===== config.mk =====
export PLATFORM = sky130hd
export DESIGN_NAME = fetch_queue
export DESIGN_NICKNAME = d
export VERILOG_FILES = /design/src/rtl/fetch_queue.sv
export SDC_FILE = /design/constraint.sdc
export NUM_CORES = 1
export LEC_CHECK = 0
export ABC_AREA = 1
export CAP_MARGIN = 30
export CELL_PAD_IN_SITES_DETAIL_PLACEMENT = 0
export CELL_PAD_IN_SITES_GLOBAL_PLACEMENT = 1
export CORE_MARGIN = 1
export CORE_UTILIZATION = 46
export DETAILED_ROUTE_END_ITERATION = 7
export PLACE_DENSITY_LB_ADDON = 0.1
export SETUP_SLACK_MARGIN = 0.4
export SYNTH_ARGS = -nofsm -noshare
export SYNTH_HDL_FRONTEND = slang
export SYNTH_SLANG_ARGS = --single-unit

===== constraint.sdc =====
create_clock -name i_clk -period 11.4 [get_ports i_clk]
set_clock_uncertainty 0.05 [all_clocks]
set_input_delay 2.28 -clock i_clk [delete_from_list [all_inputs] [get_ports i_clk]]
set_output_delay 2.28 -clock i_clk [all_outputs]
set_load 0.01 [all_outputs]

===== src/rtl/fetch_queue.sv =====
// Decoupling FIFO between IF and ID: buffers {inst, pc} pairs, presents the oldest to decode,
// and drops everything on a PC redirect so wrong-path instructions never reach ID.
module fetch_queue #(
    parameter int          DEPTH    = 4,
    parameter logic [31:0] NOP_INST = 32'h00000013
) (
    input  logic                       i_clk,
    input  logic                       i_rst,
    input  logic                       i_flush,
    input  logic                       i_enq_valid,
    output logic                       o_enq_ready,
    input  logic [31:0]                i_enq_inst,
    input  logic [31:0]                i_enq_pc,
    output logic                       o_deq_valid,
    input  logic                       i_deq_ready,
    output logic [31:0]                o_deq_inst,
    output logic [31:0]                o_deq_pc,
    output logic [31:0]                o_deq_pc_plus_4,
    output logic [$clog2(DEPTH):0]     o_count
);
    localparam int PW = $clog2(DEPTH);
    localparam int CW = PW + 1;

    typedef struct packed {
        logic [31:0] inst;
        logic [31:0] pc;
    } fq_entry_t;

    fq_entry_t         mem [DEPTH];
    fq_entry_t         head;
    logic [PW-1:0]     rd_ptr, wr_ptr;
    logic [CW-1:0]     count;
    logic              enq_fire, deq_fire;

    // Ready/valid come only from registered count so no combinational path crosses the queue.
    assign o_enq_ready = (count != CW'(DEPTH));
    assign o_deq_valid = (count != '0);
    assign enq_fire    = i_enq_valid & o_enq_ready;
    assign deq_fire    = o_deq_valid & i_deq_ready;

    assign head            = mem[rd_ptr];
    assign o_deq_inst      = o_deq_valid ? head.inst : NOP_INST;
    assign o_deq_pc        = o_deq_valid ? head.pc   : 32'h0;
    assign o_deq_pc_plus_4 = o_deq_pc + 32'd4;
    assign o_count         = count;

    always_ff @(posedge i_clk) begin
        if (i_rst || i_flush) begin
            rd_ptr <= '0;
            wr_ptr <= '0;
            count  <= '0;
        end else begin
            if (enq_fire) wr_ptr <= wr_ptr + PW'(1);
            if (deq_fire) rd_ptr <= rd_ptr + PW'(1);
            case ({enq_fire, deq_fire})
                2'b10:   count <= count + CW'(1);
                2'b01:   count <= count - CW'(1);
                default: count <= count;
            endcase
        end
    end

    // Storage carries no reset; a flushed or reset cycle must not write.
    always_ff @(posedge i_clk) begin
        if (!i_rst && !i_flush && enq_fire)
            mem[wr_ptr] <= '{inst: i_enq_inst, pc: i_enq_pc};
    end

`ifndef SYNTHESIS
    a_count_bound: assert property (@(posedge i_clk) disable iff (i_rst) count <= CW'(DEPTH));
    a_pc_aligned:  assert property (@(posedge i_clk) disable iff (i_rst) o_deq_valid |-> (o_deq_pc[1:0] == 2'b00));
`endif

endmodule


==> flow_metrics.env <==
export IMPL_power_frac_seq_pct=50.9
export IMPL_routed_wl_met2_mm=13.5
export IMPL_syn_inst=1116
export IMPL_synthFlopType="edfxtp_1"
export IMPL_drc=0
export IMPL_drive_gt1_share_pct=7.73
export IMPL_avgSynthCellArea_sq_um=10.5
export IMPL_critical_path_top_delay_family="buffers and inverters"
export IMPL_crit_path_top_delay_cell="clkinv_2"
export IMPL_die_h_microns=162
export IMPL_crit_path_frequent_cell="nand2_1"
export IMPL_wl_mm=27.9
export IMPL_vdd_drop_max_mv=0.130
export IMPL_synth_edff_count=256
export IMPL_die_area_sq_um=26200
export IMPL_start_util_pct=46.8
export IMPL_top_layer_used="met5"
export IMPL_fin_crit_sh_pct=62.8
export IMPL_instances_no_fill=1626
export IMPL_grt_pass1_wl_mm=43.5
export IMPL_grtUsageTotal_pct=21.5
export IMPL_clk_pin_slew_ns=0.06
export IMPL_ios=170
export IMPL_sw_frac_of_total_pct=22.8
export IMPL_route_met3_wl_mm=1.58
export IMPL_p_leak_nw=5.13
export IMPL_status="finished, final reports clean"
export IMPL_p_per_area_nw_per_um2=147
export IMPL_drv_cap=0
export IMPL_synth_top_area_share_pct=65.4
export IMPL_synth_seq_cells=265
export IMPL_cts_hold_buf=0
export IMPL_hpwl_mm=17.2
export IMPL_cts_resized=0
export IMPL_num_vias=8253
export IMPL_insertion_delay_ns=0.54
export IMPL_fillerInstances=2186
export IMPL_cts_max_level=1
export IMPL_first_pass_iters=4
export IMPL_path_buf_inv=5
export IMPL_worst_slew_pin_slew_ns=0.961
export IMPL_relSlewSlack_pct=35.9
export IMPL_vias_per_cell=5.08
export IMPL_critPathMaxFanout=66
export IMPL_fmax_mhz=140
export IMPL_clock_sinks=265
export IMPL_cp_cell_sequence="clkinv_2 -> buf_4 -> nand2_1 -> nand3_1 -> and2_1 -> inv_1 -> nor2_1 -> ha_1 -> nand2_1 -> nor2_4 -> nand2_1 -> inv_1 -> nand2_1 -> xor2_1 -> clkdlybuf4s50_1"
export IMPL_p_int_w=0.00165
export IMPL_antenna_found_initial=3
export IMPL_ys_seq_area_share_pct=66.9
export IMPL_arrival_ns=4.83
export IMPL_rsz0062_at_grt="no"
export IMPL_synth_nets=1192
export IMPL_worst_setup_path_end_kind="output pin"
export IMPL_synth_top_cell_by_area="edfxtp_1"
export IMPL_setup_viol=0
export IMPL_rows=58
export IMPL_required_ns=9.07
export IMPL_min_path_type="reg2reg"
export IMPL_nets=1348
export IMPL_grt_overflow=0
export IMPL_area_growth_pct=23.4
export IMPL_io_buffers=169
export IMPL_place_congestion=0.894
export IMPL_cts_tree="built"
export IMPL_numCtsBuffers=28
export IMPL_syn_area_sq_um=11800
export IMPL_placed_cells=1572
export IMPL_fin_setup_tns_ns=0
export IMPL_power_w=0.00213
export IMPL_hold_violations=0
export IMPL_critPathKind="reg2out"
export IMPL_power_frac_clock_pct=39.3
export IMPL_grt_max_degree=69
export IMPL_yosys_warnings=0
export IMPL_synth_common_cells="nand2_1, edfxtp_1, nor2_1"
export IMPL_detail_route_antenna_nets=0
export IMPL_drv_slew=0
export IMPL_max_stage_delay_ns=0.82
export IMPL_clockRootBuffer="clkbuf_16"
export IMPL_avgRoutedWirePerCell_microns=17.2
export IMPL_cts_buffer_depth=3
export IMPL_cp_start_kind="register"
export IMPL_async_reset_ff_share_pct=0
export IMPL_die_w_microns=162
export IMPL_synth_distinct_cells=26
export IMPL_min_period_ns=7.16
export IMPL_yosysMostFrequentCell="nand2_1"
export IMPL_power_switching_w=0.000486
export IMPL_met1_length_mm=12.3
export IMPL_yosys_top_cells_area="edfxtp_1, nand2_1, nor2_1"
export IMPL_grt_pass1_vias=7881
export IMPL_initialDrtViolationCount=612
export IMPL_post_cts_buffers=0
export IMPL_core_sq_um=25100
export IMPL_p_comb_share_pct=9.9
[layout by cell type, fill, tap and decap left out, types with 2 or more instances in the layout]
cell type / count
nand2_1: 263
edfxtp_1: 256
nor2_1: 200
clkdlybuf4s50_1: 169
nand3_1: 82
o21ai_0: 77
inv_1: 53
a21oi_1: 43
clkbuf_16: 28
nor2_2: 21
xor2_1: 13
nor2_4: 12
clkinv_2: 10
buf_4: 10
inv_2: 7
nand4_1: 7
dfxtp_1: 7
ha_1: 6
clkbuf_1: 6
clkinv_1: 5
nand3_2: 4
o311ai_0: 3
diode_2: 2
nand2_2: 2
[kinds of logic (layout without fill, tap and decap cells)]
family | Yosys count | after routing | synth area share, %
AND/OR/NAND/NOR | 592 | 592 | 21.2
flip-flops | 265 | 265 | 66.9
AO/OA/AOI/OAI | 124 | 124 | 5.37
buffers and inverters | 114 | 292 | 4.69
XOR/XNOR | 14 | 14 | 1.04
adder cells (fa/ha/maj) | 7 | 7 | 0.809
other | 0 | 2 | 0
[path summary, 6_finish.rpt]
check / start / to / slack, ns / cells after the start
worst max register to register: o_count[1]$_SDFFE_PP0P_ / mem[0][24]$_DFFE_PP_ / 8.58 / 5
worst min register to register: rd_ptr[1]$_SDFFE_PP0P_ / register / 0.41 / 2
worst max-delay path: register / o_deq_pc_plus_4[16] / 4.24 / 15
worst min-delay path: rd_ptr[1]$_SDFFE_PP0P_ / register / 0.41 / 2
[through the flow]
stage	hold slack [ns]	worst slack [ns]	utilization [%]	instance area, sq um
global route	0.449	3.77	57.8	14500
floorplan	0.386	5.47	-	11800
finish	0.407	4.24	57.8	14500
CTS	0.410	4.15	57.7	14500
global placement	0.391	4.83	54.4	13600
detailed placement	0.401	4.74	54.4	13600
[state kept, by name (all words and copies together) (netlist names), named ones only]
name,flops
mem,256
wr_ptr,2
rd_ptr,2
o_count,3
[cell type report]
| class | count | area [sq um] | share of cell area, % |
|---|---|---|---|
| clock inverter | 18 | 126 | 0.871 |
| sequential | 265 | 7870 | 54.3 |
| clock buffer | 34 | 723 | 4.99 |
| antenna | 2 | 5.00 | 0.0345 |
| tap | 330 | 413 | 2.85 |
| inverter | 61 | 230 | 1.59 |
| multi-input combinational | 737 | 3370 | 23.2 |
| timing repair buffer | 179 | 1770 | 12.2 |
[layer usage]
metal	global-route usage, %	vias up
met1	29.0	3908
met5	0	-
li1	-	4093
met3	3.80	37
met4	5.96	2
met2	36.0	213
[power by group through the flow]
stage | registers (W) | logic [W] | clock network, W
after global routing | 0.00109 | 0.000229 | 0.000891
after detailed placement | 0.00111 | 0.000212 | 0
after global placement | 0.00111 | 0.000210 | 0
final | 0.00108 | 0.000210 | 0.000838
after floorplan | 0.00110 | 0.0000974 | 0
after CTS | 0.00109 | 0.000213 | 0.000853
[worst min-delay path, delay by kind of cell, from the launching register on]
| kind | cells | cell delay [ns] |
|---|---|---|
| DFF | 1 | 0.30 |
| AOI/OAI and AO/OA | 1 | 0.07 |
| buffers and inverters | 1 | 0.05 |
(Power assumes the default switching activity.)
